--- config.mk ---
export PLATFORM = sky130hd
export DESIGN_NAME = spi_lcd_ctrl_flat
export DESIGN_NICKNAME = d
export VERILOG_FILES = /design/src/rtl/spi_lcd_ctrl_pkg.sv /design/src/rtl/spi_lcd_ctrl_if.sv /design/src/rtl/spi_lcd_ctrl_sclk_div.sv /design/src/rtl/spi_lcd_ctrl.sv /design/src/flat_wrapper.sv
export SDC_FILE = /design/constraint.sdc
export NUM_CORES = 1
export LEC_CHECK = 0
export ABC_AREA = 1
export CAP_MARGIN = 5
export CORE_AREA = 4 4 63 65
export CTS_CLUSTER_DIAMETER = 50
export DETAILED_ROUTE_END_ITERATION = 10
export DIE_AREA = 0 0 67 69
export GPL_TIMING_DRIVEN = 0
export PLACE_DENSITY = 0.66
export SYNTH_ARGS = -nofsm -noshare
export SYNTH_HDL_FRONTEND = slang
export SYNTH_SLANG_ARGS = --single-unit
--- constraint.sdc ---
create_clock -name clk -period 1.45 [get_ports clk]
set_input_delay 0.29 -clock clk [delete_from_list [all_inputs] [get_ports clk]]
set_output_delay 0.29 -clock clk [all_outputs]
set_load 0.02 [all_outputs]
--- src/rtl/spi_lcd_ctrl_pkg.sv ---
// spi_lcd_pkg: shared types and constants for the SPI LCD transfer controller.
//   - spi_state_e   : transfer FSM states
//   - SPI_WORD_W    : payload width accepted from the command sequencer
//   - SPI_FRAME_BITS: bits shifted out per word (payload plus leading pad bit)
//   - *_DEF         : default CLK_DIV / CS_SETUP / CS_HOLD values
//   - cnt_width()   : counter width for counting 0..n-1, never less than 1
package spi_lcd_pkg;

    localparam int unsigned SPI_WORD_W       = 7;
    localparam int unsigned SPI_FRAME_BITS   = 8;
    localparam int unsigned SPI_CLK_DIV_DEF  = 4;
    localparam int unsigned SPI_CS_SETUP_DEF = 2;
    localparam int unsigned SPI_CS_HOLD_DEF  = 2;

    typedef enum logic [2:0] {
        ST_IDLE,
        ST_SETUP,
        ST_LOAD,
        ST_SHIFT,
        ST_HOLD,
        ST_WAIT
    } spi_state_e;

    function automatic int unsigned cnt_width(input int unsigned n);
        return (n <= 2) ? 1 : $clog2(n);
    endfunction

endpackage

--- src/rtl/spi_lcd_ctrl_if.sv ---
// spi_lcd_ctrl_if: word handshake between the command sequencer (master)
// and the transfer controller (slave).
//   tx_valid/tx_ready : valid/ready handshake
//   tx_data           : 7-bit payload word
//   tx_last           : release CS after this word
//   tx_dc             : data/command flag (only with SPI_LCD_DC_EN defined)
interface spi_lcd_ctrl_if;
    import spi_lcd_pkg::*;

    logic                  tx_valid;
    logic                  tx_ready;
    logic [SPI_WORD_W-1:0] tx_data;
    logic                  tx_last;
`ifdef SPI_LCD_DC_EN
    logic                  tx_dc;
`endif

    modport master (
`ifdef SPI_LCD_DC_EN
        output tx_dc,
`endif
        output tx_valid, tx_data, tx_last,
        input  tx_ready
    );

    modport slave (
`ifdef SPI_LCD_DC_EN
        input  tx_dc,
`endif
        input  tx_valid, tx_data, tx_last,
        output tx_ready
    );

endinterface

--- src/rtl/spi_lcd_ctrl_sclk_div.sv ---
// spi_sclk_div: SCLK half-period divider for the SPI LCD controller.
//   clk, rst : system clock, asynchronous active-high reset
//   clr_i    : clear counter and force sclk low
//   en_i     : run the divider (sclk toggles every CLK_DIV enabled cycles)
//   sclk_o   : registered SPI clock, idles low
//   fall_o   : high in the cycle whose closing edge drives sclk low
module spi_sclk_div
    import spi_lcd_pkg::*;
#(
    parameter int unsigned CLK_DIV = SPI_CLK_DIV_DEF
) (
    input  logic clk,
    input  logic rst,
    input  logic clr_i,
    input  logic en_i,
    output logic sclk_o,
    output logic fall_o
);

    localparam int unsigned     HP_W    = cnt_width(CLK_DIV);
    localparam logic [HP_W-1:0] HP_LAST = HP_W'(CLK_DIV - 1);

    logic [HP_W-1:0] hp_q;
    logic            sclk_q;
    logic            half_end;

    assign half_end = en_i && (hp_q == HP_LAST);
    // Look-ahead so the FSM can register sh_en on the same edge as the fall.
    assign fall_o   = half_end && sclk_q;
    assign sclk_o   = sclk_q;

    always_ff @(posedge clk or posedge rst) begin
        if (rst) begin
            hp_q   <= '0;
            sclk_q <= 1'b0;
        end else if (clr_i) begin
            hp_q   <= '0;
            sclk_q <= 1'b0;
        end else if (en_i) begin
            if (half_end) begin
                hp_q   <= '0;
                sclk_q <= ~sclk_q;
            end else begin
                hp_q   <= hp_q + 1'b1;
            end
        end
    end

endmodule

--- src/rtl/spi_lcd_ctrl.sv ---
// spi_lcd_ctrl: transfer controller for the SPI LCD link.
// Accepts 7-bit words over a valid/ready handshake and drives the 8-bit
// output shift stage (load/shift strobes), SCLK (mode 0) and cs_n, with
// multi-word bursts held under one CS assertion.
//   clk, rst   : system clock, asynchronous active-high reset
//   tx_if      : word handshake (slave side)
//   sh_load    : one-cycle parallel load strobe
//   sh_en      : one-cycle shift strobe
//   sh_data    : word presented to the shift stage
//   sclk, cs_n : SPI clock and active-low chip select
//   busy       : FSM not in IDLE
//   done       : one-cycle pulse per completed word
//   lcd_dc     : data/command line (only with SPI_LCD_DC_EN defined)
// Optional feature macro: SPI_LCD_DC_EN.
module spi_lcd_ctrl
    import spi_lcd_pkg::*;
#(
    parameter int unsigned CLK_DIV  = SPI_CLK_DIV_DEF,
    parameter int unsigned CS_SETUP = SPI_CS_SETUP_DEF,
    parameter int unsigned CS_HOLD  = SPI_CS_HOLD_DEF
) (
    input  logic                  clk,
    input  logic                  rst,
    spi_lcd_ctrl_if.slave         tx_if,
    output logic                  sh_load,
    output logic                  sh_en,
    output logic [SPI_WORD_W-1:0] sh_data,
    output logic                  sclk,
    output logic                  cs_n,
    output logic                  busy,
`ifdef SPI_LCD_DC_EN
    output logic                  lcd_dc,
`endif
    output logic                  done
);

    localparam int unsigned     CNT_W      = cnt_width((CS_SETUP > CS_HOLD ? CS_SETUP : CS_HOLD) + 1);
    localparam logic [CNT_W-1:0] SETUP_LAST = CNT_W'(CS_SETUP == 0 ? 0 : CS_SETUP - 1);
    localparam logic [CNT_W-1:0] HOLD_LAST  = CNT_W'(CS_HOLD == 0 ? 0 : CS_HOLD - 1);
    localparam logic [2:0]       LAST_BIT   = 3'(SPI_FRAME_BITS - 1);

    spi_state_e            state_q;
    logic [CNT_W-1:0]      cnt_q;
    logic [2:0]            bit_q;
    logic                  last_q;
    logic                  tx_ready_q;
    logic                  sh_load_q;
    logic                  sh_en_q;
    logic [SPI_WORD_W-1:0] sh_data_q;
    logic                  cs_n_q;
    logic                  busy_q;
    logic                  done_q;
`ifdef SPI_LCD_DC_EN
    logic                  lcd_dc_q;
`endif
    logic                  fall;
    logic                  accept;

    assign accept = tx_if.tx_valid && tx_ready_q;

    spi_sclk_div #(
        .CLK_DIV (CLK_DIV)
    ) u_div (
        .clk    (clk),
        .rst    (rst),
        .clr_i  (state_q == ST_LOAD),
        .en_i   (state_q == ST_SHIFT),
        .sclk_o (sclk),
        .fall_o (fall)
    );

    always_ff @(posedge clk or posedge rst) begin
        if (rst) begin
            state_q    <= ST_IDLE;
            cnt_q      <= '0;
            bit_q      <= '0;
            last_q     <= 1'b0;
            tx_ready_q <= 1'b0;
            sh_load_q  <= 1'b0;
            sh_en_q    <= 1'b0;
            sh_data_q  <= '0;
            cs_n_q     <= 1'b1;
            busy_q     <= 1'b0;
            done_q     <= 1'b0;
`ifdef SPI_LCD_DC_EN
            lcd_dc_q   <= 1'b0;
`endif
        end else begin
            sh_load_q <= 1'b0;
            sh_en_q   <= 1'b0;
            done_q    <= 1'b0;
            case (state_q)
                ST_IDLE: begin
                    tx_ready_q <= 1'b1;
                    if (accept) begin
                        sh_data_q  <= tx_if.tx_data;
                        last_q     <= tx_if.tx_last;
`ifdef SPI_LCD_DC_EN
                        lcd_dc_q   <= tx_if.tx_dc;
`endif
                        tx_ready_q <= 1'b0;
                        cs_n_q     <= 1'b0;
                        busy_q     <= 1'b1;
                        cnt_q      <= '0;
                        if (CS_SETUP == 0) begin
                            state_q   <= ST_LOAD;
                            sh_load_q <= 1'b1;
                        end else begin
                            state_q   <= ST_SETUP;
                        end
                    end
                end
                ST_SETUP: begin
                    if (cnt_q == SETUP_LAST) begin
                        state_q   <= ST_LOAD;
                        sh_load_q <= 1'b1;
                    end else begin
                        cnt_q     <= cnt_q + 1'b1;
                    end
                end
                ST_LOAD: begin
                    state_q <= ST_SHIFT;
                    bit_q   <= '0;
                end
                ST_SHIFT: begin
                    if (fall) begin
                        if (bit_q == LAST_BIT) begin
                            cnt_q <= '0;
                            if (last_q) begin
                                state_q    <= ST_HOLD;
                            end else begin
                                state_q    <= ST_WAIT;
                                done_q     <= 1'b1;
                                tx_ready_q <= 1'b1;
                            end
                        end else begin
                            bit_q   <= bit_q + 1'b1;
                            sh_en_q <= 1'b1;
                        end
                    end
                end
                ST_HOLD: begin
                    if (cnt_q == HOLD_LAST) begin
                        state_q    <= ST_IDLE;
                        cs_n_q     <= 1'b1;
                        done_q     <= 1'b1;
                        busy_q     <= 1'b0;
                        tx_ready_q <= 1'b1;
                    end else begin
                        cnt_q      <= cnt_q + 1'b1;
                    end
                end
                ST_WAIT: begin
                    if (accept) begin
                        sh_data_q  <= tx_if.tx_data;
                        last_q     <= tx_if.tx_last;
`ifdef SPI_LCD_DC_EN
                        lcd_dc_q   <= tx_if.tx_dc;
`endif
                        tx_ready_q <= 1'b0;
                        state_q    <= ST_LOAD;
                        sh_load_q  <= 1'b1;
                    end
                end
                default: state_q <= ST_IDLE;
            endcase
        end
    end

    assign tx_if.tx_ready = tx_ready_q;
    assign sh_load        = sh_load_q;
    assign sh_en          = sh_en_q;
    assign sh_data        = sh_data_q;
    assign cs_n           = cs_n_q;
    assign busy           = busy_q;
    assign done           = done_q;
`ifdef SPI_LCD_DC_EN
    assign lcd_dc         = lcd_dc_q;
`endif

endmodule

--- src/flat_wrapper.sv ---
// flat-port wrapper written by rule: the top's interface ports become plain ports
module spi_lcd_ctrl_flat import spi_lcd_pkg::*;
#(
    parameter int unsigned CLK_DIV  = SPI_CLK_DIV_DEF,
    parameter int unsigned CS_SETUP = SPI_CS_SETUP_DEF,
    parameter int unsigned CS_HOLD  = SPI_CS_HOLD_DEF
)
  (clk, rst, sh_load, sh_en, sh_data, sclk, cs_n, busy, done, tx_if_tx_valid, tx_if_tx_data, tx_if_tx_last, tx_if_tx_ready);
  spi_lcd_ctrl_if tx_if_i ();
  input  logic clk;
  input  logic rst;
  output logic sh_load;
  output logic sh_en;
  output logic [SPI_WORD_W-1:0] sh_data;
  output logic sclk;
  output logic cs_n;
  output logic busy;
  output logic done;
  input wire logic [$bits(tx_if_i.tx_valid)-1:0] tx_if_tx_valid;
  input wire logic [$bits(tx_if_i.tx_data)-1:0] tx_if_tx_data;
  input wire logic [$bits(tx_if_i.tx_last)-1:0] tx_if_tx_last;
  output wire logic [$bits(tx_if_i.tx_ready)-1:0] tx_if_tx_ready;
  assign tx_if_i.tx_valid = tx_if_tx_valid;
  assign tx_if_i.tx_data = tx_if_tx_data;
  assign tx_if_i.tx_last = tx_if_tx_last;
  assign tx_if_tx_ready = tx_if_i.tx_ready;
  spi_lcd_ctrl #(.CLK_DIV(CLK_DIV), .CS_SETUP(CS_SETUP), .CS_HOLD(CS_HOLD)) u_core (.clk(clk), .rst(rst), .tx_if(tx_if_i), .sh_load(sh_load), .sh_en(sh_en), .sh_data(sh_data), .sclk(sclk), .cs_n(cs_n), .busy(busy), .done(done));
endmodule
==> results.toml, run 1 <==
[layout]
multi_input_area_um2 = 672
fin_nets = 198
fillers = 344
register_area_um2 = 629
diodes = 0
fin_cells = 228
drive_above_1_share_pct = 19.2
area_growth_pct = 25.1

[worst_setup_path]
slowest_delay_ns = 0.46
cp.required_ns = 1.16
path_cells = "dlygate4sd2_1"
worstSetupStartpointType = "flop"
worstPathMaxFanout = 5
worstPathArrival_ns = 1.11
ff2ff_path_depth = 7
crit_family = "flip-flops"
r2r_start = "u_core.cnt_q[0]"
crit_path_top_delay_cell = "dfrtp_2"
reg2reg_to = "u_core.cnt_q[1]"
crit_type = "flop to primary output"
crit_buf_inv = 1
end_kind = "primary output"
r2r_slack_ns = 0.08

[sta]
tightest_slew_ns = 0.933
setup_viol = 0
fmax_mhz = 713
slew_viol_final = 0
clock_skew_ns = 0.00209
period_share_pct = 96.7
slew_headroom_pct = 37.7
timing.final.crit_period_ns = 1.40
rsz0062_at_grt = "yes"
final_hold_viol_count = 0

[detailed_routing]
ant_nets = 0
wl_per_cell_um = 12.4
dr.pass1.iters = 4
drcViolationCount = 0
viasPerCell = 4.92
wl_um = 2830
drtIter0Drc = 15
vias = 1122

[floorplan]
start_util_pct = 40.2
pin_count = 25
die_h_um = 69
die_area_mm2 = 0.00462
num_rows = 21
coreArea_mm2 = 0.00334
die_width_um = 67

[clock_network]
cts_inserted_buffers = 3
htree_num_levels = 1
cts_buffer_depth = 2
clkTransAtPathRegs_ns = 0.14
clk_latency_ns = 0.32
clock_sink_count = 25
clk_root_buffer_cell = "clkbuf_4"
cts_tree = "built"

[place]
portBuffers = 24
place_inst = 224
place.gp.congestion = 0.779
dp_hpwl_um = 2070

[synthesis]
synthArstFlopShare_pct = 100
netlist_area_mm2 = 0.00134
synth-edff-count = 0
ys_warn_count = 0
synth_cell_types = 28
ys_ff_latch = 25
syn_nets = 169
synth-seq-area-share_pct = 46.7
synth_cells = 154
synthFlopType = "dfrtp_1"
avgSynthCellArea_um2 = 8.72

[power]
p_total_mw = 2.97
power.density_mw_per_mm2 = 1770
p_leak_nw = 0.862
ir_drop_v = 0.000913

[global_route]
grt_max_degree = 26
antenna_found_initial = 0
globalRouteOverflowTotal = 0
first_global_vias = 1125
track_usage_pct = 13.2
grt_pass1_wl_um = 4930

[outcome]
status = "finished clean"

[hold_path]
hold_path.class = "primary input to asynchronous set/reset pin"

[run]
max-cap-violations = 0
-- sequential cells by signal, summed over array words and instances, names as in the netlist, 2 cells and up --
name / cells
u_core.bit_q: 3
u_core.u_div.hp_q: 2
u_core.state_q: 3
u_core.sh_data: 7
u_core.cnt_q: 2
-- layer usage --
layer / share of wire [%] / GRT usage (%) / vias up / wire (um)
li1: - / - / 559 / -
met1: 44 / 16.4 / 534 / 1260
met2: 50 / 22.2 / 21 / 1430
met3: 2.9 / 2.76 / 8 / 83
met4: 2.2 / 4.73 / 0 / 61
met5: 0 / 0 / - / 0
-- where the power goes --
group          switching [mW]  internal, mW
Clock                   0.214         0.103
Sequential              0.119         0.912
Combinational            1.01         0.611
-- per-stage QoR --
step | hold WS (ns) | util (%) | setup TNS [ns] | setup slack [ns] | area (um2)
3_5_place_dp | 0.462 | 49.2 | -2.07 | -0.161 | 1640
2_1_floorplan | 0.317 | - | 0 | 0.119 | 1340
5_1_grt | 0.484 | 50.3 | -0.0288 | -0.0181 | 1680
4_1_cts | 0.479 | 49.5 | 0 | 0.0116 | 1650
3_3_place_gp | 0.452 | 49.2 | -1.27 | -0.158 | 1640
6_report | 0.456 | 50.3 | 0 | 0.0474 | 1680
-- final cells by class --
cell class / instances / share of cell area (%)
multi-input combinational: 114 / 40.0
sequential: 25 / 37.5
timing repair buffer: 24 / 13.0
tap: 46 / 3.43
inverter: 13 / 3.06
clock buffer: 3 / 1.34
buffer: 2 / 1.34
clock inverter: 1 / 0.298
-- cells in the mapped netlist (2+ instances only) --
library cell  count  area [um2]
o21ai_0           5        25.0
nor2_4            4        45.0
nand2_4           2        22.5
ha_1              4        50.1
a21oi_1           3        15.0
nand3_1          19        95.1
nor2_1            2        7.51
buf_6             2        22.5
nor2_2            5        31.3
nand2_1          51         191
nand3_2           2        20.0
nand2_2           5        31.3
inv_1            12        45.0
dfrtp_1          24         601
-- worst max-delay path by stage --
stage	startpoint	to	slack [ns]	cells after the start
after global placement	tx_if_tx_valid	u_core.last_q	-0.16	7
after floorplan	u_core.bit_q[0]	u_core.state_q[0]	0.12	6
final	u_core.u_div.sclk_o	sclk	0.05	1
after detailed placement	tx_if_tx_valid	u_core.last_q	-0.16	7
after CTS	u_core.u_div.sclk_o	sclk	0.01	1
after global routing	u_core.state_q[2]	u_core.cnt_q[1]	-0.02	8
-- layout by cell type, fill, tap and decap left out, drive strengths merged --
cell type,count
nand2,58
dfrtp,24
nand3,22
dlygate4sd2,13
inv,13
nor2,12
clkdlybuf4s50,10
o21ai,6
a21oi,4
ha,4
clkbuf,3
buf,3
a21boi,1
a211oi,1
or2,1
a22o,1
nand4,1
o31ai,1
nor3,1
nor3b,1
clkinv,1
dfstp,1
-- cell families after synthesis --
logic type / after synthesis / share of synthesized area, %
adders and majority gates: 4 / 3.73
AOI/OAI and AO/OA: 14 / 6.34
DFF: 25 / 46.7
buffers and inverters: 15 / 5.50
and+or+nand+nor: 96 / 37.7
-- repair_timing --
item                       4_1_cts  5_1_grt
hold buffers                     0        0
buffers inserted                 0        0
resized for setup               16        9
setup endpoints to repair       14       12
No activity file was read; power rests on OpenSTA's default activity.
==> run 2: changes to the inputs <==
- DONT_BUFFER_PORTS: not set -> 1
- PLACE_DENSITY: 0.66 -> 0.56
==> results.toml, run 2 (synthesis gave the netlist of run 1 again) <==
[detailed_routing]
vias = 995
wl_per_cell_um = 12.5
viasPerCell = 4.88
top_layer_used = "met4"
drtIter0Drc = 27
wl_um = 2560
drcViolationCount = 0
wl_met1_um = 1160
route.met2.wl_um = 1280
wl_met3_um = 100
dr.pass1.iters = 4
ant_nets = 0

[layout]
area_growth_pct = 8.76
layout_commonest_cell = "nand2_1"
fin_nets = 174
diodes = 0
fin_cells = 204
mostFrequentLayoutCells = "51 x nand2_1, 22 x dfrtp_1, 18 x nand3_1"
largest_reg_flops = 7
fillers = 353
drive_above_1_share_pct = 22.8

[power]
p_sw_share_pct = 46.5
combPwrFrac_pct = 45.4
clkPwrFrac_pct = 11.3
p_int_mw = 1.50
ir_drop_v = 0.000666
p_total_mw = 2.80
power.density_mw_per_mm2 = 1920
p_seq_share_pct = 43.3
p_leak_nw = 0.730
net-switching-power_mw = 1.30

[floorplan]
die_area_mm2 = 0.00462
die_h_um = 69
pin_count = 25
num_rows = 21
start_util_pct = 40.2
die_width_um = 67
coreArea_mm2 = 0.00334

[sta]
timing.final.crit_period_ns = 1.35
tightest_slew_ns = 0.936
slew_headroom_pct = 37.5
period_share_pct = 93.1
final_hold_viol_count = 0
fmax_mhz = 741
slew_viol_final = 0
setup_viol = 0
clock_skew_ns = 0.00532
finalWorstSetupSlack_ns = 0.0996
hold_ws_ns = 0.0503

[clock_network]
cts_tree = "built"
clk_latency_ns = 0.32
clkTransAtPathRegs_ns = 0.14
cts_inserted_buffers = 3
clk_root_buffer_cell = "clkbuf_4"
htree_num_levels = 1
clock_sink_count = 25
cts_buffer_depth = 2
ctsHoldBuffers = 0

[worst_setup_path]
slowest_delay_ns = 0.42
r2r_start = "u_core.bit_q[0]"
r2r_slack_ns = 0.1
crit_family = "adder cells"
worstPathMaxFanout = 5
crit_buf_inv = 0
ff2ff_path_depth = 6
crit_type = "flop to flop"
worstSetupStartpointType = "flop"
reg2reg_to = "u_core.tx_if.tx_ready"
crit_path_top_delay_cell = "dfrtp_1"
cp.required_ns = 1.67
worstPathArrival_ns = 1.58
end_kind = "flop"
path_cells = "ha_1, ha_2, a21oi_1, nor2_1, nand3_1, nand2_1"

[global_route]
first_global_vias = 1017
grt_pass1_wl_um = 4570
antenna_found_initial = 0
grt_max_degree = 26
globalRouteOverflowTotal = 0
track_usage_pct = 12.4

[place]
place.gp.congestion = 0.832
pre_cts_slack_ns = 0.0399
portBuffers = 0
dp_hpwl_um = 1890
place_inst = 200

[run]
max-cap-violations = 0

[hold_path]
hold_path.class = "primary input to asynchronous set/reset pin"

[outcome]
status = "finished clean"
## run 2: layout make-up
cell class | instances | area [um2] | share of cell area [%]
multi-input cells | 114 | 669 | 45.8
flip-flops and latches | 25 | 629 | 43.1
well taps | 46 | 57.6 | 3.94
inverters | 13 | 51.3 | 3.51
clock buffers | 3 | 22.5 | 1.54
plain buffers | 2 | 22.5 | 1.54
clock inverters | 1 | 7.51 | 0.514
## run 2: per-stage QoR
stage	setup TNS, ns	utilization (%)	instance area [um2]
5_1_grt	-0.0112	43.8	1460
4_1_cts	0	42.9	1430
6_report	0	43.8	1460
3_3_place_gp	0	42.0	1400
3_5_place_dp	0	42.0	1400
2_1_floorplan	0	-	1340
## run 2: how the worst max path moves through the flow
| stage | from | end | slack, ns | depth (start not counted) |
|---|---|---|---|---|
| 6_report | u_core.bit_q[0] | u_core.tx_if.tx_ready | 0.1 | 6 |
| 5_1_grt | u_core.state_q[2] | u_core.cnt_q[1] | -0.01 | 8 |
| 4_1_cts | u_core.tx_if.tx_ready | u_core.last_q | 0.007 | 6 |
| 3_5_place_dp | u_core.bit_q[0] | u_core.state_q[1] | 0.04 | 6 |
| 3_3_place_gp | u_core.bit_q[0] | u_core.tx_if.tx_ready | 0.04 | 6 |
| 2_1_floorplan | u_core.bit_q[0] | u_core.state_q[0] | 0.12 | 6 |
## run 2: timing repair
item                       4_1_cts  5_1_grt
gates resized for setup          0        9
setup endpoints to repair        0       17
setup buffers                    0        0
## run 2: power by group through the flow
| stage | registers, mW | clock network, mW | logic (mW) |
|---|---|---|---|
| after floorplan | 1.19 | 0 | 1.05 |
| after global placement | 1.22 | 0 | 1.21 |
| after global routing | 1.24 | 0.364 | 1.48 |
| after detailed placement | 1.22 | 0 | 1.24 |
| after CTS | 1.21 | 0.346 | 1.24 |
| final | 1.21 | 0.317 | 1.27 |
## run 2: metal layers
metal | vias to the layer above | track usage (%)
li1 | 509 | -
met1 | 467 | 16.1
met3 | 2 | 3.25
met2 | 17 | 19.7
met5 | - | 0
met4 | 0 | 4.05
==> run 3: changes to the inputs <==
- clock period: 1.45 -> 1.4 ns (I/O delays scaled with it)
==> results.toml, run 3 (synthesis gave the netlist of run 1 again) <==
[outcome]
status = "finished clean"

[power]
p_total_mw = 2.98
p_leak_nw = 0.752
power.density_mw_per_mm2 = 1970
ir_drop_v = 0.000693

[layout]
fin_nets = 178
mostFrequentLayoutCells = "51 x nand2_1, 22 x dfrtp_1, 18 x nand3_1"
post-route-cell-area_mm2 = 0.00151
fin_cells = 208
fin_util_pct = 45.4
diodes = 0
area_growth_pct = 12.8
drive_above_1_share_pct = 25.9
layout_commonest_cell = "nand2_1"
largest_reg_flops = 7

[worst_setup_path]
worstSetupStartpointType = "flop"
path_cells = "ha_1, ha_4, nor2_4, nor2_8, nand2_2, nand2_1, nand2_1"
cpMostUsedCell = "nand2_1"
crit_end = "u_core.cnt_q[1]"
worstPathArrival_ns = 1.59
crit_path_top_delay_cell = "dfrtp_1"
ff2ff_path_depth = 7
crit_type = "flop to flop"
reg2reg_to = "u_core.cnt_q[1]"
slowest_delay_ns = 0.42
end_kind = "flop"
r2r_start = "u_core.bit_q[0]"
r2r_slack_ns = 0.09
cp.required_ns = 1.68
worstPathMaxFanout = 7
cp-startpoint = "u_core.bit_q[0]"

[sta]
slew_headroom_pct = 36.6
tightest_slew_ns = 0.951
setup_viol = 0
timing.final.crit_period_ns = 1.31
final_hold_viol_count = 0
period_share_pct = 93.6
slew_viol_final = 0
setup-tns-final_ns = 0
fmax_mhz = 763
clock_skew_ns = 0.00585

[detailed_routing]
drtIter0Drc = 40
drcViolationCount = 0
dr.pass1.iters = 4
wl_um = 2660
viasPerCell = 4.83
ant_nets = 0
vias = 1004
wl_per_cell_um = 12.8

[clock_network]
clk_root_buffer_cell = "clkbuf_4"
clock_sink_count = 25
htree_num_levels = 1
clkTransAtPathRegs_ns = 0.14
cts_buffer_depth = 2
ctsHoldBuffers = 0
cts_inserted_buffers = 3
clk_latency_ns = 0.32
cts_tree = "built"

[floorplan]
die_area_mm2 = 0.00462
start_util_pct = 40.2
coreArea_mm2 = 0.00334
die_h_um = 69
num_rows = 21
die_width_um = 67
pin_count = 25

[global_route]
globalRouteOverflowTotal = 0
antenna_found_initial = 0
track_usage_pct = 12.4
grt_pass1_wl_um = 4570
grt_max_degree = 26
first_global_vias = 1017

[place]
dp_hpwl_um = 1890
place_area_mm2 = 0.00140
place.gp.congestion = 0.832
place_inst = 200
portBuffers = 0

[run]
max-cap-violations = 0

[hold_path]
hold_path.class = "primary input to asynchronous set/reset pin"
==> run 3: cell types whose count changed in the layout (fill, tap and decap cells not counted), sizes merged <==
cell,before,now
buf,2,6
==> run 3: power breakdown <==
part | leakage, nW | internal [mW] | total, mW | switching, mW
Sequential | 0.317 | 0.946 | 1.25 | 0.307
Clock | 0.0139 | 0.109 | 0.334 | 0.225
Combinational | 0.421 | 0.544 | 1.39 | 0.846
==> run 3: worst min path at each step <==
stage,startpoint,end,depth (start not counted)
finish,rst,u_core.sh_data[2],1
global route,tx_if_tx_data[1],u_core.sh_data[1],2
CTS,tx_if_tx_data[4],u_core.sh_data[4],2
detailed placement,tx_if_tx_data[6],u_core.sh_data[6],2
global placement,tx_if_tx_data[2],u_core.sh_data[2],2
floorplan,rst,u_core.bit_q[0],1
==> run 3: final cells by class <==
class	count	area [um2]
Inverter	13	53.8
Multi-Input combinational cell	114	691
Clock inverter	1	7.51
Tap cell	46	57.6
Buffer	2	22.5
Sequential cell	25	629
Clock buffer	3	22.5
Fill cell	354	1820
Timing Repair Buffer	4	30.0
==> run 3: metrics by stage <==
stage | hold WS, ns | worst slack [ns]
2_1_floorplan | 0.307 | 0.0694
3_3_place_gp | 0.394 | -0.00866
3_5_place_dp | 0.394 | -0.0101
4_1_cts | 0.0429 | 0.0181
5_1_grt | 0.0373 | -0.00495
6_report | 0.0407 | 0.0900
==> run 3: worst max-delay path, delay by kind of cell, from the launching register on <==
family                     cells  cell delay (ns)
adders and majority gates      2             0.45
DFF                            1             0.42
and+or+nand+nor                5             0.39
==> run 3: routing by layer <==
layer	routed length [um]	track usage, %	share of wire (%)
met5	0	0	0
met4	30	4.05	1.1
met3	100	3.25	3.8
met2	1350	19.7	51
met1	1180	16.1	44
==> run 3: timing repair <==
action | in CTS | in global routing
endpoints found under the setup margin | 13 | 16
resized for setup | 2 | 12
pin swaps | 0 | 3
setup buffers | 0 | 4
